`config.mk`:
```
export PLATFORM = sky130hd
export DESIGN_NAME = pipe_regfile_sb_flat
export DESIGN_NICKNAME = d
export VERILOG_FILES = /design/src/rtl/pipe_regfile_sb_if.sv /design/src/rtl/pipe_regfile_sb.sv /design/src/flat_wrapper.sv
export SDC_FILE = /design/constraint.sdc
export NUM_CORES = 2
export LEC_CHECK = 0
export CORE_MARGIN = 2
export CORE_UTILIZATION = 60
export DETAILED_ROUTE_END_ITERATION = 10
export DONT_BUFFER_PORTS = 1
export PLACE_DENSITY = 0.75
export SYNTH_ARGS = -nofsm -noshare
export SYNTH_HDL_FRONTEND = slang
export SYNTH_SLANG_ARGS = --single-unit
```
`constraint.sdc`:
```
create_clock -name clk -period 8.8 [get_ports clk]
set_input_delay 2.64 -clock clk [delete_from_list [all_inputs] [get_ports clk]]
set_output_delay 2.64 -clock clk [all_outputs]
set_load 0.05 [all_outputs]
```
`src/rtl/pipe_regfile_sb_if.sv`:
```
// Bundled read/write/issue signals of the decode-stage register file.
// master drives addresses, write data and issue controls; slave returns read data and busy status.
interface pipe_regfile_sb_if #(
    parameter int DATA_W = 32,
    parameter int NREGS  = 16,
    parameter int NREAD  = 2,
    parameter int NWRITE = 2
);
    localparam int AW = $clog2(NREGS);

    logic [NREAD*AW-1:0]      ra;
    logic [NREAD*DATA_W-1:0]  rd;
    logic [NREAD-1:0]         rd_busy;
    logic [NWRITE-1:0]        we;
    logic [NWRITE*AW-1:0]     wa;
    logic [NWRITE*DATA_W-1:0] wd;
    logic [DATA_W-1:0]        r15;
    logic                     iss_en;
    logic [AW-1:0]            iss_addr;
    logic                     flush;
    logic [AW:0]              nbusy;

    modport master (
        output ra, we, wa, wd, r15, iss_en, iss_addr, flush,
        input  rd, rd_busy, nbusy
    );

    modport slave (
        input  ra, we, wa, wd, r15, iss_en, iss_addr, flush,
        output rd, rd_busy, nbusy
    );
endinterface

```
`src/rtl/pipe_regfile_sb.sv`:
```
// Decode-stage register file: multi-port writes with forwarding, PC alias at the top
// address, and a busy-bit scoreboard with a registered busy count.
module pipe_regfile_sb #(
    parameter int DATA_W = 32,
    parameter int NREGS  = 16,
    parameter int NREAD  = 2,
    parameter int NWRITE = 2
) (
    input logic              clk,
    input logic              reset,
    pipe_regfile_sb_if.slave bus
);
    localparam int AW = $clog2(NREGS);
    localparam int NS = NREGS - 1;
    localparam logic [AW-1:0] PC_ADDR = AW'(NREGS - 1);

    logic [DATA_W-1:0] rf [NS];
    logic [NS-1:0]     busy;
    logic [NS-1:0]     busy_nxt;
    logic [AW:0]       nbusy_q;
    logic [AW:0]       nbusy_nxt;

    logic [NS-1:0]     wr_hit;
    logic [DATA_W-1:0] wr_data [NS];

    function automatic logic [AW:0] popcount(input logic [NS-1:0] v);
        logic [AW:0] n;
        n = '0;
        for (int i = 0; i < NS; i++) begin
            n = n + (AW+1)'(v[i]);
        end
        return n;
    endfunction

    // Per-register write resolution; later ports overwrite earlier ones, so the highest index wins.
    always_comb begin
        for (int r = 0; r < NS; r++) begin
            wr_hit[r]  = 1'b0;
            wr_data[r] = '0;
            for (int i = 0; i < NWRITE; i++) begin
                if (bus.we[i] && (bus.wa[i*AW +: AW] == AW'(r))) begin
                    wr_hit[r]  = 1'b1;
                    wr_data[r] = bus.wd[i*DATA_W +: DATA_W];
                end
            end
        end
    end

    always_ff @(posedge clk) begin
        if (reset) begin
            for (int r = 0; r < NS; r++) begin
                rf[r] <= '0;
            end
        end else begin
            for (int r = 0; r < NS; r++) begin
                if (wr_hit[r]) begin
                    rf[r] <= wr_data[r];
                end
            end
        end
    end

    // Issue outranks a same-cycle writeback: the new producer supersedes the retiring one.
    always_comb begin
        for (int r = 0; r < NS; r++) begin
            if (reset || bus.flush) begin
                busy_nxt[r] = 1'b0;
            end else if (bus.iss_en && (bus.iss_addr == AW'(r))) begin
                busy_nxt[r] = 1'b1;
            end else if (wr_hit[r]) begin
                busy_nxt[r] = 1'b0;
            end else begin
                busy_nxt[r] = busy[r];
            end
        end
        nbusy_nxt = popcount(busy_nxt);
    end

    always_ff @(posedge clk) begin
        if (reset) begin
            busy    <= '0;
            nbusy_q <= '0;
        end else begin
            busy    <= busy_nxt;
            nbusy_q <= nbusy_nxt;
        end
    end

    assign bus.nbusy = nbusy_q;

    // Read ports: PC alias first, then forwarded write data, then storage.
    always_comb begin
        logic [AW-1:0]     addr;
        logic              fwd;
        logic [DATA_W-1:0] fwd_data;
        bus.rd      = '0;
        bus.rd_busy = '0;
        for (int p = 0; p < NREAD; p++) begin
            addr     = bus.ra[p*AW +: AW];
            fwd      = 1'b0;
            fwd_data = '0;
            for (int i = 0; i < NWRITE; i++) begin
                if (!reset && bus.we[i] && (bus.wa[i*AW +: AW] == addr)) begin
                    fwd      = 1'b1;
                    fwd_data = bus.wd[i*DATA_W +: DATA_W];
                end
            end
            if (addr == PC_ADDR) begin
                bus.rd[p*DATA_W +: DATA_W] = bus.r15;
                bus.rd_busy[p]             = 1'b0;
            end else if (fwd) begin
                bus.rd[p*DATA_W +: DATA_W] = fwd_data;
                bus.rd_busy[p]             = 1'b0;
            end else begin
                bus.rd[p*DATA_W +: DATA_W] = reset ? '0 : rf[addr];
                bus.rd_busy[p]             = !reset && busy[addr];
            end
        end
    end
endmodule

```
`src/flat_wrapper.sv`:
```
// flat-port wrapper written by rule: the top's interface ports become plain ports
module pipe_regfile_sb_flat 
#(
    parameter int DATA_W = 32,
    parameter int NREGS  = 16,
    parameter int NREAD  = 2,
    parameter int NWRITE = 2
)
  (clk, reset, bus_ra, bus_we, bus_wa, bus_wd, bus_r15, bus_iss_en, bus_iss_addr, bus_flush, bus_rd, bus_rd_busy, bus_nbusy);
  pipe_regfile_sb_if #(.DATA_W(DATA_W), .NREGS(NREGS), .NREAD(NREAD), .NWRITE(NWRITE)) bus_i ();
  input logic clk;
  input logic reset;
  input wire logic [$bits(bus_i.ra)-1:0] bus_ra;
  input wire logic [$bits(bus_i.we)-1:0] bus_we;
  input wire logic [$bits(bus_i.wa)-1:0] bus_wa;
  input wire logic [$bits(bus_i.wd)-1:0] bus_wd;
  input wire logic [$bits(bus_i.r15)-1:0] bus_r15;
  input wire logic [$bits(bus_i.iss_en)-1:0] bus_iss_en;
  input wire logic [$bits(bus_i.iss_addr)-1:0] bus_iss_addr;
  input wire logic [$bits(bus_i.flush)-1:0] bus_flush;
  output wire logic [$bits(bus_i.rd)-1:0] bus_rd;
  output wire logic [$bits(bus_i.rd_busy)-1:0] bus_rd_busy;
  output wire logic [$bits(bus_i.nbusy)-1:0] bus_nbusy;
  assign bus_i.ra = bus_ra;
  assign bus_i.we = bus_we;
  assign bus_i.wa = bus_wa;
  assign bus_i.wd = bus_wd;
  assign bus_i.r15 = bus_r15;
  assign bus_i.iss_en = bus_iss_en;
  assign bus_i.iss_addr = bus_iss_addr;
  assign bus_i.flush = bus_flush;
  assign bus_rd = bus_i.rd;
  assign bus_rd_busy = bus_i.rd_busy;
  assign bus_nbusy = bus_i.nbusy;
  pipe_regfile_sb #(.DATA_W(DATA_W), .NREGS(NREGS), .NREAD(NREAD), .NWRITE(NWRITE)) u_core (.clk(clk), .reset(reset), .bus(bus_i));
endmodule
```
* Word-level counts from Yosys, hierarchy flattened
Memories as Yosys holds them, arrays and structs flattened.
Index checks and enable logic that the tools add are counted.
** Storage, ports and cells
- Register bits after elaboration :: 20
- Word-level logic and storage cells :: 329
- Bits in writable memories :: 480
- Memories :: 1
** Cells by class
- Equal/unequal tests :: 48
- Reduce and logical (&&, ||, !) cells :: 58
- Bitwise gates (word level) :: 15
- Order comparisons :: 2
- $add $sub $neg :: 14
- Muxes and demuxes :: 189
** Memory list
- u_core.rf :: words 15, bits a word 32, read ports 2, clocked after memory_dff 0, wr ports 15, RTL line pipe_regfile_sb.sv:17 : logic [DATA_W-1:0] rf [NS];
** Operators with widths (number)
- two-way mux 32 bit :: 55
- two-way mux 1 bit :: 132
- == test 4 bit (second input constant) :: 23
- adder 5 x 1 -> 5 bit :: 13
- logical AND 1 bit :: 53
- == test 4 x 3 -> 1 bit (second input constant) :: 12
- == test 4 x 2 -> 1 bit (second input constant) :: 6
- == test 4 bit :: 4
- OR 1 bit :: 15
- == test 4 x 1 -> 1 bit (second input constant) :: 3
- zero test 4 bit :: 3
- < comparator 4 x 5 -> 1 bit (second input constant) :: 2
- binary-select mux 1 bit (select 4 bit) :: 2
- adder 1 x 1 -> 2 bit :: 1
- zero test 1 bit :: 1
- logical OR 1 bit :: 1

* Depth between registers and ports, before layout
- Depth in word-level cells :: 21
- Mapped depth :: 20
- Mapped depth without buffers :: 19

* Worst setup path after synthesis
No wires, ideal clock.
- Path type :: in2out
- From :: input port bus_ra[5]
- To :: output port bus_rd[55]
- Path buffers :: 4
- Setup slack :: 1181 ps
- Stages :: 9
- Arrival :: 4979 ps
- Path through :: buf_2 > buf_4 > buf_4 > clkbuf_1 > nand2_1 > o21ai_0 > a21oi_1 > o21a_1 > o21ai_0
** On the way
- Word-level cells in the longest chain between the ends :: 6
- Elaborated cells between the ends (all ways) :: 13
** Ends and longest elaborated chain
- start, declared :: RTL line flat_wrapper.sv:13 : input wire logic [$bits(bus_i.ra)-1:0] bus_ra;
- parallel branches: the longest is 5 deep, another holds memory read (15 x 32 bit)
- two-way mux 32 bit * :: RTL line pipe_regfile_sb.sv:108 : if (addr == PC_ADDR) begin
- end, declared :: RTL line flat_wrapper.sv:21 : output wire logic [$bits(bus_i.rd)-1:0] bus_rd;
Every way passes the cells marked *.

* Worst setup path after layout
- From :: input port bus_ra[2]
- To :: output port bus_rd[10]
The elaborated chain is that of the path after synthesis.

==> qor.log <==
INFO  worst_setup_path worst_setup_path_start_kind=input pin
INFO  worst_setup_path reg2reg_setup_slack=4.84ns
INFO  worst_hold_path hold_path_end=u_core.busy[0]
INFO  detailed_routing post-route-drc-count=0
INFO  worst_setup_path r2r_cell_count=15
INFO  yosys          yosys.cell_types.count=55
INFO  timing         grt_setup_unrepaired=false
INFO  clock_tree     worstSkewPairLatency=0.62ns
INFO  worst_hold_path timing.hold.worst.start=u_core.busy[0]
INFO  grt            gr-total-overflow=0
INFO  clock_tree     clock_tree.buffer_depth=3
INFO  placement      gp_routability_congestion=1.066
INFO  timing         min_period_over_period=95.78%
INFO  clock_tree     cts_resized=0
INFO  final_layout   post_route_cells_drive_above_1_share=11.46%
INFO  yosys          yosysTopAreaCell=sky130_fd_sc_hd__edfxtp_1
INFO  power          power_density_over_the_cells=172.3nW/um^2
INFO  worst_setup_path timing.critical_path.to_type=output port
INFO  detailed_routing drt.antenna.violating_nets=0
INFO  grt            grt_start_max_net_pins=203
INFO  detailed_routing first_pass_iters=10
INFO  detailed_routing postRouteWirelength=141.5mm
INFO  worst_setup_path setup.worst_path.class=in -> out
INFO  placement      placement.io_buffers=0
INFO  final_layout   syn2layout_area_growth=5.462%
INFO  die            num_rows=86
INFO  timing         final.setup_skew=0.01048ns
INFO  worst_setup_path required=6.16ns
INFO  grt            grt_pass1_wl=200.7mm
INFO  power          peakVddDrop=0.0001360V
INFO  yosys          synth_seq_area_share=44.20%
INFO  yosys          synth-edff-count=480
INFO  final_layout   final_design_area_no_fill=35,350um^2
INFO  die            floorplan.die_area=57,770um^2
INFO  clock_tree     tritoncts.num_buffers=55
INFO  die            die_w=240.3um
INFO  worst_setup_path timing.critical_path.fanout_max=202
INFO  clock_tree     cts_hold_fix_bufs=0
INFO  yosys          syn-cell-area=33,520um^2
INFO  worst_hold_path hp-class=reg -> reg
INFO  placement      dp_hpwl=83.68mm
INFO  clock_tree     cts_setup_buffers=0
INFO  clock_tree     cts_num_sinks=500
INFO  placement      numPlacedInstances=4,052
INFO  yosys          synth_warnings=0
INFO  outcome        run_status=completed
INFO  worst_setup_path critPathArrivalTime=5.79ns
INFO  yosys          netlist.area_leader.share=43.01%
INFO  timing         final.min_clock_period=8.429ns
INFO  detailed_routing first_iter_violations=6,324
INFO  yosys          syn-mean-instance-area=9.205um^2
INFO  yosys          yosys.cell_count.top_type=sky130_fd_sc_hd__nand2_1
INFO  yosys          synth_area_leaders=sky130_fd_sc_hd__edfxtp_1 (43%), sky130_fd_sc_hd__nand2_1 (8.3%), sky130_fd_sc_hd__mux2i_1 (6.7%)
INFO  timing         hold-worst-slack=0.5706ns
INFO  detailed_routing routed_via_density=7.582
INFO  final_layout   fillCellCount=4,472
INFO  grt            grt_pass1_vias=29,362
INFO  timing         max_freq=118.6MHz
INFO  timing         final_setup_vio_count=0
INFO  yosys          ys.flop_type=sky130_fd_sc_hd__edfxtp_1
INFO  grt            grt_use_total=48.02%
INFO  clock_tree     tritoncts=built
INFO  yosys          postSynthRegisterBits=500
INFO  clock_tree     clk_pin_slew_worst_paths=0.06ns
INFO  timing         timing.final.hold_violations=0
INFO  yosys          synth_fp_nets=3,778
INFO  grt            number_of_antenna_violations_at_the_first_check_in_global_routing=9
INFO  clock_tree     clockRootBuffer=sky130_fd_sc_hd__clkbuf_16
INFO  power          cellLeakagePower=12.67nW
INFO  placement      placement.cell_area=33,690um^2
INFO  clock_tree     htree_levels=2
INFO  timing         setup-tns-final=0ns
INFO  detailed_routing dr_total_vias=31,505
INFO  yosys          syn-instance-count=3,641
INFO  final_layout   stdcell_count=4,155
INFO  final_layout   final_net_count=3,498
INFO  worst_hold_path whs_path_depth=2
INFO  die            floorplan.io_pins=193
INFO  die            die_height=240.3um
INFO  timing         slew-limit-headroom=15.52%
INFO  worst_setup_path r2r-start=u_core.busy[1]
INFO  power          finalPower=0.006091W
INFO  worst_setup_path rr_endpoint=u_core.bus.nbusy[4]
INFO  yosys          netlist_top_cells_count=sky130_fd_sc_hd__nand2_1 (741), sky130_fd_sc_hd__edfxtp_1 (480), sky130_fd_sc_hd__a21oi_1 (420), sky130_fd_sc_hd__clkbuf_1 (336), sky130_fd_sc_hd__mux2i_1 (224)
INFO  timing         worst_pin_slew=1.263ns
INFO  yosys          synthArstFlopShare=0%
INFO  die            initial_core_util=60.72%
INFO  die            coreArea=55,200um^2
INFO  timing         finalMaxSlewViolations=0
INFO  run            maxCapViolations=0
INFO  detailed_routing post_drt_wl_per_cell=34.05um
==> layout make-up <==
| cell class | instances | area [um^2] | area share [%] |
|---|---|---|---|
| Multi-Input combinational cell | 2662 | 16940 | 47.92 |
| Sequential cell | 500 | 14810 | 41.91 |
| Clock buffer | 73 | 1498 | 4.237 |
| Tap cell | 748 | 935.9 | 2.648 |
| Timing Repair Buffer | 124 | 930.9 | 2.634 |
| Clock inverter | 25 | 150.1 | 0.4248 |
| Inverter | 18 | 67.56 | 0.1912 |
| Antenna cell | 5 | 12.51 | 0.03540 |
==> layout by cell type (no fill, tap or decap), types with 55 or more instances in the layout <==
cell type                     n
sky130_fd_sc_hd__nand2_1    731
sky130_fd_sc_hd__edfxtp_1   480
sky130_fd_sc_hd__a21oi_1    420
sky130_fd_sc_hd__mux2i_1    224
sky130_fd_sc_hd__nor2_1     208
sky130_fd_sc_hd__a22oi_1    204
sky130_fd_sc_hd__o22ai_1    127
sky130_fd_sc_hd__buf_4      124
sky130_fd_sc_hd__o21ai_0     87
sky130_fd_sc_hd__mux4_2      73
sky130_fd_sc_hd__mux2_2      65
sky130_fd_sc_hd__clkbuf_16   55
==> how the worst max path moves through the flow <==
stage	slack (ns)	end	start
finish	0.37	bus_rd[10]	bus_ra[2]
global route	0.58	bus_rd[10]	bus_ra[2]
CTS	1.01	bus_rd[10]	bus_ra[2]
detailed placement	0.97	bus_rd[10]	bus_ra[2]
global placement	0.95	bus_rd[10]	bus_ra[2]
floorplan	1.18	bus_rd[55]	bus_ra[5]
==> routing by layer <==
layer | GRT usage, % | up-vias | wire, um
li1 | - | 12728 | -
met1 | 63.91 | 14953 | 49190
met2 | 69.09 | 3162 | 59420
met3 | 18.78 | 652 | 24850
met4 | 21.76 | 10 | 7926
met5 | 0.6926 | - | 103
==> logic make-up after synthesis <==
family | Yosys count | share of synthesized area, %
compound gates | 1080 | 20.13
xor+xnor | 18 | 0.4704
fa+ha+maj | 15 | 0.7615
buf+inv | 479 | 5.756
flops | 500 | 44.20
mux | 362 | 13.78
simple gates | 1187 | 14.91
==> where the power goes <==
group | leakage (nW) | internal (W) | switching, W
Sequential | 4.80 | 0.00278 | 0.0000926
Combinational | 7.06 | 0.000351 | 0.000644
Clock | 0.812 | 0.00122 | 0.00101
==> state kept, by name (all words and copies together), names as in the netlist <==
name,count
u_core.rf,480
u_core.busy,15
u_core.bus.nbusy,5
==> through the flow <==
step | util [%] | setup slack, ns
floorplan | - | 1.181
global placement | 61.03 | 0.9527
detailed placement | 61.03 | 0.9722
CTS | 64.01 | 1.014
global route | 64.01 | 0.5841
finish | 64.03 | 0.3712
==> critical path, cell delays in order <==
cell,delay [ns]
sky130_fd_sc_hd__nand2b_1,0.87
sky130_fd_sc_hd__buf_4,0.43
sky130_fd_sc_hd__o22ai_1,0.15
sky130_fd_sc_hd__a21oi_1,0.44
sky130_fd_sc_hd__a2bb2oi_1,0.42
sky130_fd_sc_hd__o22ai_1,0.19
sky130_fd_sc_hd__buf_4,0.23
Power figures use the tool's default switching activity.
